===== src/rtl/pipe_stall_flush_ctrl_pkg.sv =====
// Shared encodings for the pipeline stall/flush sequencer: FSM states and the
// bit layout of the packed control vector that drives the pipeline registers.
package pipe_stall_flush_ctrl_pkg;

    typedef enum logic [1:0] {
        StRun = 2'd0,
        StLu  = 2'd1,
        StMdu = 2'd2
    } state_e;

    localparam int unsigned CtlW        = 7;
    localparam int unsigned CtlPcWr     = 6;
    localparam int unsigned CtlIfIdWr   = 5;
    localparam int unsigned CtlIdExWr   = 4;
    localparam int unsigned CtlIfIdFl   = 3;
    localparam int unsigned CtlIdExFl   = 2;
    localparam int unsigned CtlExMemFl  = 1;
    localparam int unsigned CtlAbort    = 0;

    // {pc_wr, if_id_wr, id_ex_wr, if_id_fl, id_ex_fl, ex_mem_fl, abort}
    localparam logic [CtlW-1:0] CtlRun      = 7'b111_000_0;
    localparam logic [CtlW-1:0] CtlReset    = 7'b000_111_0;
    localparam logic [CtlW-1:0] CtlBranch   = 7'b111_111_0;
    localparam logic [CtlW-1:0] CtlMduStall = 7'b000_001_0;
    localparam logic [CtlW-1:0] CtlLuStall  = 7'b001_010_0;

endpackage


===== src/rtl/pipe_stall_flush_ctrl_sat_counter.sv =====
// Saturating up-counter used for the stall and flush performance counters.
module pipe_stall_flush_ctrl_sat_counter #(
    parameter int unsigned W = 16
) (
    input  logic         clk_i,
    input  logic         rst_i,
    input  logic         inc_i,
    output logic [W-1:0] cnt_o
);

    logic [W-1:0] cnt_q;

    always_ff @(posedge clk_i) begin
        if (rst_i) begin
            cnt_q <= '0;
        end else if (inc_i && (cnt_q != '1)) begin
            cnt_q <= cnt_q + W'(1);
        end
    end

    assign cnt_o = cnt_q;

endmodule


===== src/rtl/pipe_stall_flush_ctrl.sv =====
// Central stall/flush sequencer: merges taken-branch, MDU handshake and load-use
// requests (in that priority) into pipeline-register write enables and flushes.
module pipe_stall_flush_ctrl
    import pipe_stall_flush_ctrl_pkg::*;
#(
    parameter int unsigned LU_STALL_CYC = 1,
    parameter int unsigned MDU_TIMEOUT  = 64,
    parameter int unsigned CNT_W        = 16
) (
    input  logic             clk_i,
    input  logic             rst_i,
    input  logic             load_use_i,
    input  logic             branch_taken_i,
    input  logic             mdu_start_i,
    input  logic             mdu_done_i,
    output logic             pc_write_o,
    output logic             if_id_write_o,
    output logic             id_ex_write_o,
    output logic             if_id_flush_o,
    output logic             id_ex_flush_o,
    output logic             ex_mem_flush_o,
    output logic             mdu_abort_o,
    output logic             mdu_err_o,
    output logic [CNT_W-1:0] stall_cnt_o,
    output logic [CNT_W-1:0] flush_cnt_o
);

    localparam int unsigned ToW = $clog2(MDU_TIMEOUT);
    localparam logic [ToW-1:0] ToLast = ToW'(MDU_TIMEOUT - 1);
    // lu_cnt counts bubbles already issued; the last one is issued when lu_cnt+1 reaches the limit
    localparam logic [1:0] LuLast = 2'(LU_STALL_CYC - 1);

    state_e         state_q, state_d;
    logic [1:0]     lu_cnt_q, lu_cnt_d;
    logic [ToW-1:0] to_cnt_q, to_cnt_d;
    logic           err_q, err_d;
    logic [CtlW-1:0] ctl;
    logic           to_hit;

    assign to_hit = (state_q == StMdu) && (to_cnt_q == ToLast);

    always_ff @(posedge clk_i) begin
        if (rst_i) begin
            state_q  <= StRun;
            lu_cnt_q <= '0;
            to_cnt_q <= '0;
            err_q    <= 1'b0;
        end else begin
            state_q  <= state_d;
            lu_cnt_q <= lu_cnt_d;
            to_cnt_q <= to_cnt_d;
            err_q    <= err_d;
        end
    end

    always_comb begin
        state_d  = state_q;
        lu_cnt_d = lu_cnt_q;
        to_cnt_d = to_cnt_q;
        err_d    = err_q;
        if (branch_taken_i) begin
            state_d  = StRun;
            lu_cnt_d = '0;
            to_cnt_d = '0;
        end else begin
            case (state_q)
                StRun: begin
                    if (mdu_start_i) begin
                        if (!mdu_done_i) begin
                            state_d  = StMdu;
                            to_cnt_d = ToW'(1);
                        end
                    end else if (load_use_i) begin
                        lu_cnt_d = 2'd1;
                        if (LU_STALL_CYC > 1) state_d = StLu;
                    end
                end
                StLu: begin
                    lu_cnt_d = lu_cnt_q + 2'd1;
                    if (lu_cnt_q == LuLast) state_d = StRun;
                end
                StMdu: begin
                    if (mdu_done_i) begin
                        state_d = StRun;
                    end else begin
                        to_cnt_d = to_cnt_q + ToW'(1);
                        if (to_hit) begin
                            state_d = StRun;
                            err_d   = 1'b1;
                        end
                    end
                end
                default: state_d = StRun;
            endcase
        end
    end

    always_comb begin
        ctl = CtlRun;
        if (rst_i) begin
            ctl = CtlReset;
        end else if (branch_taken_i) begin
            ctl           = CtlBranch;
            ctl[CtlAbort] = (state_q == StMdu) || mdu_start_i;
        end else begin
            case (state_q)
                StRun: begin
                    if (mdu_start_i) begin
                        ctl = mdu_done_i ? CtlRun : CtlMduStall;
                    end else if (load_use_i) begin
                        ctl = CtlLuStall;
                    end
                end
                StLu: ctl = CtlLuStall;
                StMdu: begin
                    if (!mdu_done_i) begin
                        ctl           = CtlMduStall;
                        ctl[CtlAbort] = to_hit;
                    end
                end
                default: ctl = CtlRun;
            endcase
        end
    end

    assign pc_write_o     = ctl[CtlPcWr];
    assign if_id_write_o  = ctl[CtlIfIdWr];
    assign id_ex_write_o  = ctl[CtlIdExWr];
    assign if_id_flush_o  = ctl[CtlIfIdFl];
    assign id_ex_flush_o  = ctl[CtlIdExFl];
    assign ex_mem_flush_o = ctl[CtlExMemFl];
    assign mdu_abort_o    = ctl[CtlAbort];
    assign mdu_err_o      = err_q;

    pipe_stall_flush_ctrl_sat_counter #(.W(CNT_W)) u_stall_cnt (
        .clk_i (clk_i),
        .rst_i (rst_i),
        .inc_i (!rst_i && !ctl[CtlPcWr]),
        .cnt_o (stall_cnt_o)
    );

    pipe_stall_flush_ctrl_sat_counter #(.W(CNT_W)) u_flush_cnt (
        .clk_i (clk_i),
        .rst_i (rst_i),
        .inc_i (!rst_i && branch_taken_i),
        .cnt_o (flush_cnt_o)
    );

endmodule


===== config.mk =====
export PLATFORM = sky130hd
export DESIGN_NAME = pipe_stall_flush_ctrl
export DESIGN_NICKNAME = d
export VERILOG_FILES = /design/src/rtl/pipe_stall_flush_ctrl_pkg.sv /design/src/rtl/pipe_stall_flush_ctrl_sat_counter.sv /design/src/rtl/pipe_stall_flush_ctrl.sv
export SDC_FILE = /design/constraint.sdc
export NUM_CORES = 1
export LEC_CHECK = 0
export ABC_AREA = 1
export BUFFER_PORTS_ARGS = -buffer_cell sky130_fd_sc_hd__buf_2
export CORE_MARGIN = 1
export CORE_UTILIZATION = 25
export DETAILED_ROUTE_END_ITERATION = 10
export PLACE_DENSITY = 0.41
export RECOVER_POWER = 25
export SYNTH_ARGS = -nofsm -noshare
export SYNTH_HDL_FRONTEND = slang
export SYNTH_HIERARCHICAL = 1
export SYNTH_SLANG_ARGS = --single-unit

===== constraint.sdc =====
create_clock -name clk_i -period 3.9 [get_ports clk_i]
set_input_delay 0.78 -clock clk_i [delete_from_list [all_inputs] [get_ports clk_i]]
set_output_delay 0.78 -clock clk_i [all_outputs]
set_load 0.01 [all_outputs]

---- Word-level counts from Yosys, hierarchy flattened ----
Cells that the tools add are included.
W data, S select, Z words.
storage, ports and cells
  bits in registers ....................... 43
  input port bits ......................... 6
  output and inout port bits .............. 40
cells by class
  add/sub/neg operators ................... 4
  eq/ne operators ......................... 12
  mux-type cells .......................... 20
  bitwise gates (word level) .............. 2
  reduce and logical (&&, ||, !) cells .... 17
operators with widths
  kind                     number
  $mux W7                  6
  $add A16 B1 Y16 const B  2
  $ne A16 B16 Y1 const B   2
  $pmux W7 S3              1
  $mux W6                  3
  $mux W2                  7
  $ne A2 B2 Y1 const B     6
  $pmux W6 S2              1
  $reduce_and A4 Y1        3
  $add A6 B1 Y6 const B    1
  $eq A6 B6 Y1 const B     1
  $pmux W2 S3              1
  $logic_and A1 B1 Y1      5
  $logic_not A2 Y1         2
  $pmux W2 S2              1
  $reduce_bool A2 Y1       2
  $ne A3 B3 Y1 const B     1
  $reduce_and A3 Y1        1
  $add A2 B1 Y2 const B    1
  $eq A2 B1 Y1 const B     1
  $eq A2 B2 Y1 const B     1
  $logic_not A1 Y1         2
  $not A1 Y1               2
  $reduce_or A2 Y1         1
  $logic_or A1 B1 Y1       1

---- Longest topological paths before layout ----
  depth in word-level cells ............... 9
  depth in mapped cells ................... 12
  gate-level depth less buffers ........... 11

---- Hierarchy ----
The synthesis kept the hierarchy.
modules (own cells, without submodules)
  module                             times used  cells an instance  area each (µm²)
  pipe_stall_flush_ctrl_sat_counter  2           149                929.6
  pipe_stall_flush_ctrl              1           75                 514.2

---- Worst setup path after synthesis ----
OpenSTA, ideal clock, no wires.
  path type ............................... input port to output port
  start point ............................. in mdu_start_i
  end point ............................... out pc_write_o
  arrival time ............................ 1.485 ns
  data required time ...................... 3.120 ns
  slack ................................... 1.635 ns
  cell stages on the path ................. 5
  path buffers ............................ 1
  cell sequence ........................... nor2_4 -> nor2_4 -> a21oi_2 -> o21a_1 -> buf_4
between the ends
  cells in the longest elaborated chain, start to end .. 4
RTL lines
  element      line                          source
  from (decl)  pipe_stall_flush_ctrl.sv:14   input logic mdu_start_i,
  $mux W7      pipe_stall_flush_ctrl.sv:108  if (mdu_start_i) begin
  $pmux W7 S3  pipe_stall_flush_ctrl.sv:106  case (state_q)
  $mux W7      pipe_stall_flush_ctrl.sv:102  end else if (branch_taken_i) begin
  $mux W7      pipe_stall_flush_ctrl.sv:100  if (rst_i) begin
  to (decl)    pipe_stall_flush_ctrl.sv:16   output logic pc_write_o,
Every way passes these cells.

---- Worst setup path after layout ----
  start point ............................. in rst_i
  end point ............................... out mdu_abort_o
between the ends
  cells in the longest elaborated chain, start to end .. 1
RTL lines
  element      line                          source
  from (decl)  pipe_stall_flush_ctrl.sv:11   input logic rst_i,
  $mux W7      pipe_stall_flush_ctrl.sv:100
  to (decl)    pipe_stall_flush_ctrl.sv:22   output logic mdu_abort_o,
Every way passes these cells.

==> flow_summary.json <==
{
  "status": "complete, no violations",
  "worstSetupPathType": "in -> out",
  "grtUsageMet3": 0.0246,
  "syn-instance-count": 373,
  "numCtsBuffers": 5,
  "seq_area_frac_synth": 0.337,
  "firstDrtPassIters": 4,
  "final_layout_size_suffix_gt1_frac": 0.185,
  "viasPerCell": 4.36,
  "rows": 35,
  "cp.required_ps": 3120,
  "place_area_sq_um": 2710,
  "power.density_nw_per_um2": 277,
  "reg2reg_slack_ps": 1750,
  "grt_pass1_wl_mm": 10.0,
  "dp.cells": 524,
  "drt-total-wl_mm": 5.86,
  "cts_tree": "yes",
  "grt_util_met2": 0.188,
  "ant_nets": 0,
  "area_delta_synth_final_pct": 16.7,
  "critPathLaunchType": "input pin",
  "yosysUniqueCellTypes": 23,
  "drcViolationCount": 0,
  "setup_violations": 0,
  "die_h_microns": 99.4,
  "dieArea_sq_um": 9890,
  "clk_latency_ps": 290,
  "grt_max_degree": 17,
  "ys_warn_count": 6,
  "post_cts_resized": 0,
  "finalNonFillerCells": 532,
  "grt_usage": 0.128,
  "critPathCapture": "mdu_abort_o",
  "crit_fanout": 7,
  "clock_path_buffers": 2,
  "arrival_ps": 2070,
  "drv_cap": 0,
  "finalCritPeriodShare": 0.731,
  "cts_hold_buf": 0,
  "wl_per_cell_microns": 11.0,
  "reg2reg_to": "u_stall_cnt/cnt_o[14]",
  "synth_top_cell_by_area": "dfxtp_1",
  "syn_avg_cell_area_sq_um": 6.36,
  "stdcell_area_sq_um": 2770,
  "antennaDiodeCount": 0,
  "grt_pass1_vias": 2095,
  "cts-root-buf": "clkbuf_8",
  "synth_top_area_frac": 0.337,
  "fin_crit_ps": 2850,
  "clk_pin_slew_worst_paths_ps": 70,
  "cts_setup_buffers": 0,
  "fin_skew_ps": 12.0,
  "grt_remaining_overflow": 0,
  "tightest_slew_ps": 629,
  "grt_busiest_layer": "met1",
  "antenna_found_initial": 0,
  "drt_iter0_markers": 87,
  "rsz0062_at_grt": "no",
  "worstSetupEndpointType": "output pin",
  "critPathLaunch": "rst_i",
  "core_sq_um": 9200,
  "start_util": 0.258,
  "vias": 2319,
  "gp_congestion": 0.758,
  "use_met1": 0.188,
  "p_leak_nw": 1.19,
  "tns_ps": 0,
  "r2r_start": "state_q[1]",
  "clock_sinks": 40,
  "synth_area_leaders": "dfxtp_1 (34%), nand2_1 (17%), nor2_1 (12%)",
  "rr_worst_depth": 11,
  "io_pins": 46,
  "syn_nets": 382,
  "ir_drop_v": 0.000113,
  "dieWidth_microns": 99.4,
  "htree_levels": 2,
  "netlist_area_sq_um": 2370,
  "relSlewSlack": 0.581,
  "final_nets": 429,
  "postLayoutCoreUtil": 0.301,
  "ys_seq_elements": 40,
  "fmax_mhz": 351,
  "dp_hpwl_mm": 4.46,
  "drv_slew": 0,
  "hold_class": "reg -> reg",
  "total_power_w": 0.000767,
  "hold_violations": 0,
  "port_buffers": 45
}
-- sequential cells by signal, indices dropped and copies added, names as in the netlist --
| signal | flops |
|---|---|
| to_cnt_q | 6 |
| u_stall_cnt/cnt_o | 16 |
| state_q | 1 |
| u_flush_cnt/cnt_o | 16 |
| mdu_err_o | 1 |
-- placed cells by master (no fill, tap or decap), drive strengths merged --
cell type	instances
nand4	8
o21a	1
inv	35
clkbuf	21
or2	2
a21oi	20
nand3	33
nor2	108
dfxtp	40
buf	32
nand2	114
nor3	2
ha	3
o21ai	2
-- critical path: stages --
cell and delay (ps):
clkbuf_1 140, nor2_1 410, inv_1 170, nor2_1 230, nand4_1 140, nand2_1 90
buf_2 120
-- per-layer routing --
layer	routed length, microns	vias up
li1	-	1263
met1	3050	990
met2	2460	59
met3	279	7
met4	65	0
met5	0	-
-- metrics by stage --
| stage | hold slack (ps) | setup WS, ps |
|---|---|---|
| CTS | 468 | 1320 |
| global placement | 457 | 1360 |
| finish | 487 | 1050 |
| global route | 514 | 893 |
| floorplan | 442 | 1640 |
| detailed placement | 449 | 1320 |
-- synthesized netlist by cell type --
| master | number |
|---|---|
| buf_2 | 2 |
| nand3_1 | 32 |
| ha_1 | 3 |
| dfxtp_1 | 40 |
| nor2_8 | 3 |
| nand3_2 | 1 |
| o21a_1 | 1 |
| inv_2 | 4 |
| nor2_2 | 21 |
| nand2_1 | 108 |
| a21oi_2 | 1 |
| o21ai_1 | 2 |
| or2_0 | 2 |
| a21oi_1 | 19 |
| nand2_4 | 1 |
| nor3_1 | 2 |
| nor2_1 | 77 |
| clkbuf_4 | 2 |
| inv_1 | 31 |
| nand4_1 | 8 |
| nor2_4 | 7 |
| nand2_2 | 5 |
| buf_4 | 1 |
-- layout make-up --
cell class | count | area (sq um)
inverters | 35 | 131
flip-flops and latches | 40 | 801
repair buffers | 45 | 209
fillers | 1063 | 6430
well taps | 111 | 139
multi-input cells | 293 | 1400
clock buffers | 8 | 90.1
-- worst min-delay path by stage --
stage	depth (start not counted)	slack (ps)	from	to
after floorplan	2	440	to_cnt_q[4]	to_cnt_q[4]
after global placement	2	460	mdu_err_o	mdu_err_o
after detailed placement	2	450	mdu_err_o	mdu_err_o
after CTS	2	470	mdu_err_o	mdu_err_o
after global routing	2	510	to_cnt_q[4]	to_cnt_q[4]
final	2	490	mdu_err_o	mdu_err_o
-- cells by family after synthesis --
group | count (synthesis) | synth area share
fa+ha+maj | 3 | 0.0158
buf+inv | 40 | 0.0691
simple gates | 267 | 0.527
compound gates | 23 | 0.0511
flops | 40 | 0.337
-- report_power, final --
part	switching, W	internal (W)
registers	0.00000423	0.000411
logic	0.0000377	0.0000189
clock network	0.000150	0.000145
Power figures use the tool's default switching activity.
